### src/rtl/mul_pkg.sv
// Shared types and helpers for the shift-and-add multiplier.
package mul_pkg;
  typedef enum logic [1:0] {IDLE, RUN, DONE} state_t;

  function automatic int cnt_w(input int nbit);
    return $clog2(nbit) + 1;
  endfunction
endpackage

### src/rtl/mul_shift_add_adder.sv
// n-bit ripple-carry adder used for the multiplier's accumulate step.
module mul_shift_add_adder #(
  parameter int nbit = 32
) (
  input  logic [nbit-1:0] x,
  input  logic [nbit-1:0] y,
  input  logic            cin,
  output logic [nbit-1:0] sum,
  output logic            cout
);
  logic cy;

  // Carry threads bit by bit, lsb first, exactly as a ripple chain would.
  always_comb begin
    cy  = cin;
    sum = '0;
    for (int i = 0; i < nbit; i++) begin
      sum[i] = x[i] ^ y[i] ^ cy;
      cy     = (x[i] & y[i]) | (cy & (x[i] ^ y[i]));
    end
    cout = cy;
  end
endmodule

### src/rtl/mul_shift_add.sv
// Sequential unsigned shift-and-add multiplier, one multiplier bit per clock.
// Optional MUL_EARLY_TERM_EN: finish as soon as the remaining multiplier bits are zero.
module mul_shift_add
  import mul_pkg::*;
#(
  parameter int NBIT = 32
) (
  input  logic              clk,
  input  logic              reset,
  input  logic              start,
  input  logic [NBIT-1:0]   a,
  input  logic [NBIT-1:0]   b,
  output logic              busy,
  output logic              done,
  output logic [2*NBIT-1:0] p
);
  localparam int CW = cnt_w(NBIT);

  state_t              state, nstate;
  logic [NBIT-1:0]     m;
  logic [2*NBIT-1:0]   pr;
  logic [CW-1:0]       count;
  logic [NBIT-1:0]     sum;
  logic                cout;
  logic [2*NBIT-1:0]   pnxt;
  logic [2*NBIT-1:0]   pstep;
  logic                last;
  logic                fin;
  logic                load;

  mul_shift_add_adder #(.nbit(NBIT)) u_add (
    .x    (pr[2*NBIT-1:NBIT]),
    .y    (m),
    .cin  (1'b0),
    .sum  (sum),
    .cout (cout)
  );

  // Keep the adder carry as the new top bit; it is shifted down into P_hi.
  always_comb begin
    pnxt = pr[0] ? {cout, sum, pr[NBIT-1:1]}
                 : {1'b0, pr[2*NBIT-1:NBIT], pr[NBIT-1:1]};
    last = (count == CW'(NBIT-1));
  end

`ifdef MUL_EARLY_TERM_EN
  logic          lo_zero;
  logic [CW-1:0] rem;

  // Unprocessed multiplier bits sit in P_lo[NBIT-1-count:0]; shifting by
  // count drops the already-retired product bits above them.
  always_comb begin
    rem     = CW'(NBIT) - count;
    lo_zero = ((pr[NBIT-1:0] << count) == '0);
    pstep   = lo_zero ? (pr >> rem) : pnxt;
    fin     = last | lo_zero;
  end
`else
  always_comb begin
    pstep = pnxt;
    fin   = last;
  end
`endif

  always_ff @(posedge clk) begin
    if (reset) state <= IDLE;
    else       state <= nstate;
  end

  always_comb begin
    nstate = state;
    case (state)
      IDLE:    if (start) nstate = RUN;
      RUN:     if (fin)   nstate = DONE;
      DONE:    nstate = start ? RUN : IDLE;
      default: nstate = IDLE;
    endcase
  end

  always_comb begin
    busy = (state == RUN);
    done = (state == DONE);
    load = ((state == IDLE) || (state == DONE)) && start;
  end

  always_ff @(posedge clk) begin
    if (reset) begin
      m     <= '0;
      pr    <= '0;
      count <= '0;
    end else if (load) begin
      m     <= a;
      pr    <= {{NBIT{1'b0}}, b};
      count <= '0;
    end else if (state == RUN) begin
      pr    <= pstep;
      count <= count + 1'b1;
    end
  end

  assign p = pr;
endmodule

### config.mk
export PLATFORM = sky130hd
export DESIGN_NAME = mul_shift_add
export DESIGN_NICKNAME = d
export VERILOG_FILES = /design/src/rtl/mul_pkg.sv /design/src/rtl/mul_shift_add_adder.sv /design/src/rtl/mul_shift_add.sv
export SDC_FILE = /design/constraint.sdc
export NUM_CORES = 1
export LEC_CHECK = 0
export CORE_ASPECT_RATIO = 0.8
export CORE_UTILIZATION = 43
export DETAILED_ROUTE_END_ITERATION = 6
export PLACE_DENSITY = 0.68
export SLEW_MARGIN = 20
export SYNTH_ARGS = -nofsm -noshare
export SYNTH_HDL_FRONTEND = slang
export SYNTH_SLANG_ARGS = --single-unit
### constraint.sdc
create_clock -name clk -period 19.11 [get_ports clk]
set_input_delay 5.733 -clock clk [delete_from_list [all_inputs] [get_ports clk]]
set_output_delay 5.733 -clock clk [all_outputs]
set_load 0.1 [all_outputs]
-- Word-level counts from Yosys, hierarchy flattened
Index checks and enable logic that the tools add are counted.
- bits in registers: 104
- bits of input ports: 67
- output and inout bits: 66
- logic and storage cells: 181
- add/subtract/negate cells: 1
- eq/ne operators: 5
- multiplexer cells: 7
- bitwise logic cells: 157
- reductions and logical operators: 6
- operators by type and width (operator ; number):
    $mux W32 ; 2
    $mux W64 ; 1
    $and A1 B1 Y1 ; 63
    $xor A1 B1 Y1 ; 63
    $or A1 B1 Y1 ; 31
    $add A6 B1 Y6 const B ; 1
    $eq A6 B5 Y1 const B ; 1
    $pmux W2 S3 ; 1
    $mux W2 ; 2
    $eq A2 B1 Y1 const B ; 1
    $eq A2 B2 Y1 const B ; 1
    $logic_not A2 Y1 ; 1
    $ne A2 B1 Y1 const B ; 1
    $ne A2 B2 Y1 const B ; 1
    $reduce_and A2 Y1 ; 1
    $reduce_bool A2 Y1 ; 1
    $reduce_or A2 Y1 ; 1
    $logic_and A1 B1 Y1 ; 1
    $logic_or A1 B1 Y1 ; 1
    $mux W1 ; 1

-- Depth between registers and ports, before layout
Gate-level depths: netlist of the first run.
- depth in word-level cells: 66
- mapped depth: 36
- gate-level depth less buffers: 36

-- Hierarchy
A second synthesis of the first run with hierarchy kept.
- cells, all modules: 544
- area, all modules: 5067.4 um2
- modules (own cells, without submodules) (module ; instances ; cells an instance ; area an instance (um2) ; seq. area each (um2)):
    mul_shift_add ; 1 ; 502 ; 4389.2 ; 2082.0
    mul_shift_add_adder ; 1 ; 42 ; 678.2 ; 0.0

-- Worst setup path after synthesis of the first run
Ideal clock, no wire load.
- path kind: register to register
- from: reg pr[32] (netlist: p[32])
- to: reg pr[62] (netlist: p[62])
- library setup time: 89 ps
- data arrival time: 13039 ps
- data required time: 19021 ps
- path slack: 5983 ps
- stages on the path, launching flop included: 37
- path buffers: 0
- clock period less this slack: 13127 ps
- cell sequence: dfxtp_1 ha_1 fa_1 fa_1 fa_1 fa_1 fa_1 fa_1 fa_1 fa_1 fa_1 fa_1 fa_1 fa_1 fa_1 fa_1 fa_1 fa_1 fa_1 fa_1 fa_1 fa_1 fa_1 fa_1 fa_1 fa_1 fa_1 fa_1 fa_1 fa_1 inv_1 fa_1 inv_1 fa_1 fa_1 mux2i_1 a211oi_1
- longest elaborated chain between the ends: 63
- RTL lines (element ; line ; RTL):
    start: declaration ; mul_shift_add.sv:21 ; logic [2*NBIT-1:0] pr;
    start signal: assignment ; mul_shift_add.sv:93 ; pr <= {{NBIT{1'b0}}, b};
    start signal: assignment ; mul_shift_add.sv:96 ; pr <= pstep;
    $and A1 B1 Y1 (2 in a row) ; mul_shift_add_adder.sv:19 ; cy = (x[i] & y[i]) | (cy & (x[i] ^ y[i]));
    $or A1 B1 Y1 ; mul_shift_add_adder.sv:19 ;
    $and A1 B1 Y1 ; mul_shift_add_adder.sv:19 ;
    $or A1 B1 Y1 ; mul_shift_add_adder.sv:19 ;
    $and A1 B1 Y1 ; mul_shift_add_adder.sv:19 ;
    $or A1 B1 Y1 ; mul_shift_add_adder.sv:19 ;
    $and A1 B1 Y1 ; mul_shift_add_adder.sv:19 ;
    $or A1 B1 Y1 ; mul_shift_add_adder.sv:19 ;
    [46 not listed] ; -- ;
    $and A1 B1 Y1 ; mul_shift_add_adder.sv:19 ;
    $or A1 B1 Y1 ; mul_shift_add_adder.sv:19 ;
    $and A1 B1 Y1 ; mul_shift_add_adder.sv:19 ;
    $or A1 B1 Y1 ; mul_shift_add_adder.sv:19 ;
    $and A1 B1 Y1 ; mul_shift_add_adder.sv:19 ;
    $or A1 B1 Y1 ; mul_shift_add_adder.sv:19 ;
    $xor A1 B1 Y1 ; mul_shift_add_adder.sv:18 ; sum[i] = x[i] ^ y[i] ^ cy;
    $mux W64 ; mul_shift_add.sv:41 ; pnxt = pr[0] ? {cout, sum, pr[NBIT-1:1]}
No other way between the ends.
A chain may end at the register's enable or synchronous reset.

-- Worst setup path in the final report of the first run
Ends and elaborated chain as after synthesis.

==> summary.md, run 1 <==
| Metric | Value |
|---|---|
| Outcome | completed |
| Routed vias | about 4000 |
| First-pass detailed-route iteration total | 4 |
| Final layout net count | between 700 and 800 |
| Setup CP Type | reg2reg |
| Mapped Area | 5030 µm² |
| Syn avg cell area | 9.35 µm² |
| Fin crit period | around 13000 ps |
| Synth Warn # | 0 |
| Crit path DAT | between 10000 and 15000 ps |
| CP max stage cell | fa_1 |
| Hold Crit Class | reg2reg |
| Die Y | 98.7 µm |
| Register area share after synthesis | 0.414 |
| Final Setup Violations | 0 |
| Gr ovfl total | 0 |
| Chip width | 123 µm |
| DPL Wire Length | 7320 µm |
| Delay-heaviest family, CP | adder cells |
| Unrepaired setup endpoints after global routing | no |
| CP Data Required Time | 19340 ps |
| Worst path bufs/invs | 2 |
| Antenna diodes | 0 |
| FF+latch area | 2090 µm² |
| Num rows | 34 |
| Rel. slew slack | 0.330 |
| Pwr Density | slightly below 90 nW/µm² |
| CTS Buffer Depth | 2 |
| Total Wirelength | approximately 11000 µm |
| Max Slew Vio Count | 0 |
| Share of cells above drive strength 1 | 0.0390 |
| Int Power | 0.000374 W |
| CP max FO | 4 |
| P_sw | between 0.00015 and 0.0002 W |
| Max IR drop VDD | slightly above 50 µV |
| CP dominant cell by count | fa_1 |
| Syn_nets | 638 |
| H-tree levels | 3 |
| Post-CTS setup buffer count | 0 |
| Area of the multi-input gates | 2480 µm² |
| Crit path launch type | flop |
| FF+latch count, synth | 104 |
| Most frequent cells in the layout | clkdlybuf4s50_1, dfxtp_1, nand2_1 |
| Iteration-0 DRC Markers | 236 |
| Final GP Congestion | 0.763 |
| Port Buffers | about 130 |
| WL/cell | about 15 µm |
| Worst-path clk slew | 70 ps |
| Core area | about 11000 µm² |
| Commonest non-fill, non-tap cell in the layout | clkdlybuf4s50_1 |
| Fmax | roughly 77 MHz |
| Worst hold slack | approximately 460 ps |
| Skew-Pair Late Insertion Delay | 330 ps |
| ANT nets after route | 0 |
| Sequential Power Share | 0.434 |
| Final Hold Fails | 0 |
| Largest net degree at the start of global routing | roughly 100 |
| # Max-Cap Violations | 0 |
| Final TNS setup | 0 ps |
| Max Clock Skew | ~7.6 ps |
| Synthesis-to-layout area growth | 27.3% |
| Logic pwr share | 0.253 |
| First-pass GRT wire length | approximately 19000 µm |
| FILL cells | roughly 1000 |
| Via/cell ratio | around 5.3 |
| Net Sw Frac | 0.335 |
| Root Driver | clkbuf_16 |
| Initial antenna violation count | 0 |
| CTS tree | yes |
| Syn Inst Count | about 540 |
| Synth unique cells | 31 |
| CP Capture Type | flop |
| IO Count | ~130 |
| Largest stage delay, worst path | 490 ps |
| Initial Util | 0.451 |
| Vias in the first global route | just under 4000 |
| Pin slew with the least headroom to its limit | 1000 ps |
| Total GRT Usage | 0.192 |
| LEAKAGE | around 2.3 nW |
| CTS Hold Bufs | 0 |
| Clock sinks | ~100 |
| PostCTS Resize Cnt | 0 |
| Clock share of power | 0.312 |
| Total CTS buffers | 9 |
| Die ar. | approximately 12000 µm² |
| Period utilization | 0.681 |
| DRC | 0 |
-- worst min-delay path, cell delays in order (launching register included) --
cell and delay, ps:
dfxtp_1 310, nand2_1 50, a21oi_1 50
-- flip-flops by register name, indices dropped and copies added, names as in the netlist --
signal / count
count: 6
m: 32
state: 2
p: 64
-- kinds of logic after synthesis --
logic type	after synthesis	synth area share
and+or+nand+nor	150	0.127
adders and majority gates	33	0.128
muxes	32	0.0639
AOI/OAI and AO/OA	136	0.168
DFF	104	0.414
xor gates and xnor gates	2	0.00348
buffers and inverters	81	0.0950
-- power groups by stage --
stage	clock network [W]	logic, W	registers (W)
6_report	0.000176	0.000142	0.000244
3_3_place_gp	0	0.000141	0.000249
5_1_grt	0.000191	0.000152	0.000247
4_1_cts	0.000182	0.000144	0.000245
2_1_floorplan	0	0.0000868	0.000272
3_5_place_dp	0	0.000143	0.000249
-- cells in the mapped netlist --
| cell | number | area, µm² |
|---|---|---|
| dfxtp_1 | 104 | 2080 |
| nand2_1 | 71 | 267 |
| a21oi_1 | 69 | 345 |
| buf_4 | 37 | 278 |
| nand3_1 | 35 | 175 |
| a22oi_1 | 32 | 240 |
| nor2_1 | 32 | 120 |
| fa_1 | 31 | 621 |
| mux2i_1 | 31 | 310 |
| a211oi_1 | 30 | 225 |
| buf_2 | 25 | 125 |
| clkbuf_1 | 10 | 37.5 |
| inv_1 | 6 | 22.5 |
| nand2b_1 | 3 | 18.8 |
| ha_1 | 2 | 25.0 |
| nor2b_1 | 2 | 12.5 |
| o31ai_1 | 2 | 15.0 |
| or3_1 | 2 | 12.5 |
| xnor2_1 | 2 | 17.5 |
| buf_1 | 1 | 3.75 |
| clkbuf_4 | 1 | 7.51 |
| inv_2 | 1 | 3.75 |
| mux2_2 | 1 | 11.3 |
| nand2_2 | 1 | 6.26 |
| nand3b_1 | 1 | 7.51 |
| nor3_1 | 1 | 5.00 |
| nor4_1 | 1 | 6.26 |
| o2111ai_1 | 1 | 8.76 |
| o211ai_1 | 1 | 7.51 |
| o21ai_0 | 1 | 5.00 |
| or4_1 | 1 | 7.51 |
-- metrics by stage --
stage / cells / power [W] / setup WS [ps] / util / area, µm²
final: 759 / 0.000562 / 6090 / 0.575 / 6400
after detailed placement: 745 / 0.000393 / 6040 / 0.549 / 6120
after global routing: 759 / 0.000589 / 5610 / 0.575 / 6400
after global placement: 745 / 0.000390 / 6250 / 0.549 / 6120
after floorplan: 538 / 0.000358 / 5980 / - / 5030
after CTS: 759 / 0.000570 / 6010 / 0.574 / 6400
-- path summary, 6_finish.rpt --
check,from,end,slack [ps],cells past startpoint
worst max-delay path,p[32],p[62],6090,36
worst min-delay path,m[29],m[29],460,2
worst max register to register,p[32],p[62],6090,36
worst min register to register,m[29],m[29],460,2
-- layout make-up --
| type | instances | share of cell area |
|---|---|---|
| Sequential cell | 104 | 0.326 |
| Tap cell | 144 | 0.0281 |
| Timing Repair Buffer | 137 | 0.211 |
| Multi-Input combinational cell | 353 | 0.387 |
| Clock inverter | 3 | 0.00703 |
| Inverter | 7 | 0.00410 |
| Clock buffer | 11 | 0.0363 |
-- per-layer routing --
metal  track usage  wire [µm]  vias to the layer above
li1              -          -                     1977
met1         0.254       5240                     1925
met2         0.318       5360                       90
met3        0.0376        464                        6
met4        0.0544         74                        0
met5             0          0                        -
(Power assumes the default switching activity.)
==> run 2, diff against run 1 <==
- clock period: 19.11 -> 12.7 ns (I/O delays scaled with it)
==> summary.md, run 2 (synthesis results as in run 1) <==
| Metric | Value |
|---|---|
| Core area | 11100 µm² (unchanged) |
| Pin slew with the least headroom to its limit | 1080 ps (was 1000 ps) |
| # Max-Cap Violations | 0 (unchanged) |
| Crit path launch type | flop (unchanged) |
| R2r setup slk | 480 ps (was 6090 ps) |
| FF+latch area | 2090 µm² (about the same) |
| Setup CP Type | reg2reg (unchanged) |
| Fin crit period | 12220 ps (was 13020 ps) |
| Crit path capture | p[62] (unchanged) |
| CP Data Required Time | 12940 ps (was 19340 ps) |
| Hold Crit Class | reg2reg (unchanged) |
| Initial antenna violation count | 0 (unchanged) |
| Rel. slew slack | 0.279 (was 0.330) |
| R2R Path Start | p[32] (unchanged) |
| Final TNS setup | 0 ps (unchanged) |
| WL/cell | 14.9 µm (was 14.7 µm) |
| FILL cells | 999 (was 1004) |
| Unrepaired setup endpoints after global routing | no (unchanged) |
| Total CTS buffers | 9 (unchanged) |
| Delay-heaviest family, CP | adder cells (unchanged) |
| Area of the multi-input gates | 2530 µm² (was 2480 µm²) |
| DPL Wire Length | 7470 µm (was 7320 µm) |
| Post-CTS setup buffer count | 0 (unchanged) |
| CP dominant cell by count | fa_1 (unchanged) |
| LEAKAGE | 2.28 nW (was 2.31 nW) |
| Routed vias | 4016 (was 3998) |
| Antenna diodes | 0 (unchanged) |
| Final layout net count | 714 (was 712) |
| Gr ovfl total | 0 (unchanged) |
| Die Y | 98.7 µm (unchanged) |
| Largest stage delay, worst path | 490 ps (about the same) |
| Total Wirelength | 11400 µm (was 11100 µm) |
| First-pass GRT wire length | 18700 µm (about the same) |
| DRC | 0 (unchanged) |
| IO Count | 133 (unchanged) |
| Crit path DAT | 12460 ps (was 13250 ps) |
| Max Slew Vio Count | 0 (unchanged) |
| Max IR drop VDD | 78.5 µV (was 50.7 µV) |
| Worst hold slack | 457 ps (about the same) |
| Root Driver | clkbuf_16 (unchanged) |
| R2R Path End | p[62] (unchanged) |
| Worst path bufs/invs | 2 (unchanged) |
| Largest net degree at the start of global routing | 98 (was 99) |
| CTS Buffer Depth | 2 (unchanged) |
| Final GP Congestion | 0.753 (was 0.763) |
| Final Setup Violations | 0 (unchanged) |
| Share of cells above drive strength 1 | 0.0728 (was 0.0390) |
| R2R cell count | 36 (unchanged) |
| Max FFs per register | 64 (unchanged) |
| CP max FO | 2 (was 4) |
| ANT nets after route | 0 (unchanged) |
| Pwr Density | 130 nW/µm² (was 87.8 nW/µm²) |
| Die ar. | 12100 µm² (unchanged) |
| Total GRT Usage | 0.196 (was 0.192) |
| Total power | 0.000837 W (was 0.000562 W) |
| CP Capture Type | flop (unchanged) |
| Period utilization | 0.962 (was 0.681) |
| Chip width | 123 µm (unchanged) |
| CTS tree | yes (unchanged) |
| Outcome | completed (unchanged) |
| Fmax | 81.8 MHz (was 76.8 MHz) |
| Final Hold Fails | 0 (unchanged) |
| First-pass detailed-route iteration total | 5 (was 4) |
| Skew-Pair Late Insertion Delay | 340 ps (was 330 ps) |
| Via/cell ratio | 5.27 (about the same) |
| H-tree levels | 3 (unchanged) |
| Clock sinks | 104 (unchanged) |
| Number of cells on the critical path | 36 (unchanged) |
| CP max stage cell | fa_1 (unchanged) |
| Initial Util | 0.451 (unchanged) |
| Num rows | 34 (unchanged) |
| Worst-path clk slew | 60 ps (was 70 ps) |
| CTS Hold Bufs | 0 (unchanged) |
| Most frequent cells in the layout | clkdlybuf4s50_1, dfxtp_1, nand2_1 (unchanged) |
| Max Clock Skew | 10.6 ps (was 7.59 ps) |
| Synthesis-to-layout area growth | 28.4% (was 27.3%) |
| CP startpoint | p[32] (unchanged) |
| Commonest non-fill, non-tap cell in the layout | clkdlybuf4s50_1 (unchanged) |
| Iteration-0 DRC Markers | 283 (was 236) |
| Vias in the first global route | 3822 (was 3943) |
| Port Buffers | 132 (unchanged) |
run 2: cell count changes in the layout (fill, tap and decap cells not counted), sizes merged:
cell,change
buf,+2
bufinv,-1
clkbuf,+1
clkinv,+1
run 2: area by class of cell:
cell class	count	share of cell area
Multi-Input combinational cell	353	0.392
Sequential cell	104	0.323
Timing Repair Buffer	139	0.212
Clock buffer	12	0.0382
Tap cell	144	0.0279
Inverter	7	0.00407
Clock inverter	3	0.00310
run 2: repair_timing:
item	in CTS	in global routing
pin swaps	1	1
endpoints found under the setup margin	2	3
resized for setup	7	8
run 2: layer usage:
metal  up-vias  part of all wire  track usage
li1       1988                 -            -
met1      1929              0.46        0.259
met3         6             0.039       0.0434
met4         0            0.0064       0.0666
met5         -                 0            0
met2        93              0.49        0.317
run 2: how the worst min path moves through the flow:
| stage | startpoint | to | slack (ps) | cells past startpoint |
|---|---|---|---|---|
| after global routing | m[31] | m[31] | 490 | 2 |
| after CTS | m[29] | m[29] | 460 | 2 |
| after global placement | m[29] | m[29] | 440 | 2 |
| after floorplan | m[29] | m[29] | 440 | 2 |
| final | m[29] | m[29] | 460 | 2 |
| after detailed placement | m[29] | m[29] | 450 | 2 |
run 2: power by group:
group / internal, W / total (W) / switching, W
clock network: 0.000137 / 0.000252 / 0.000115
logic: 0.0000673 / 0.000216 / 0.000149
registers: 0.000346 / 0.000368 / 0.0000223
total: 0.000550 / 0.000837 / 0.000287
run 2: stage by stage:
step | cell area, µm² | setup slack, ps | utilization | cells
final | 6460 | 481 | 0.580 | 762
after global routing | 6460 | 38.9 | 0.580 | 762
after CTS | 6440 | 44.0 | 0.578 | 762
after detailed placement | 6160 | -259 | 0.552 | 747
after global placement | 6160 | -80.9 | 0.552 | 747
after floorplan | 5050 | 0.357 | - | 538
run 2: worst reg2reg max path: cells and delay by family, from the launching register on:
| kind | cells | cell delay (ps) |
|---|---|---|
| adders and majority gates | 32 | 11320 |
| muxes | 1 | 70 |
| AOI/OAI and AO/OA | 1 | 230 |
| DFF | 1 | 350 |
| buffers and inverters | 2 | 120 |
==> run 3, diff against run 2 <==
- SLEW_MARGIN: 20 -> default
==> results of run 3 <==
The final DEF is identical to that of run 2; final timing and power are the same.
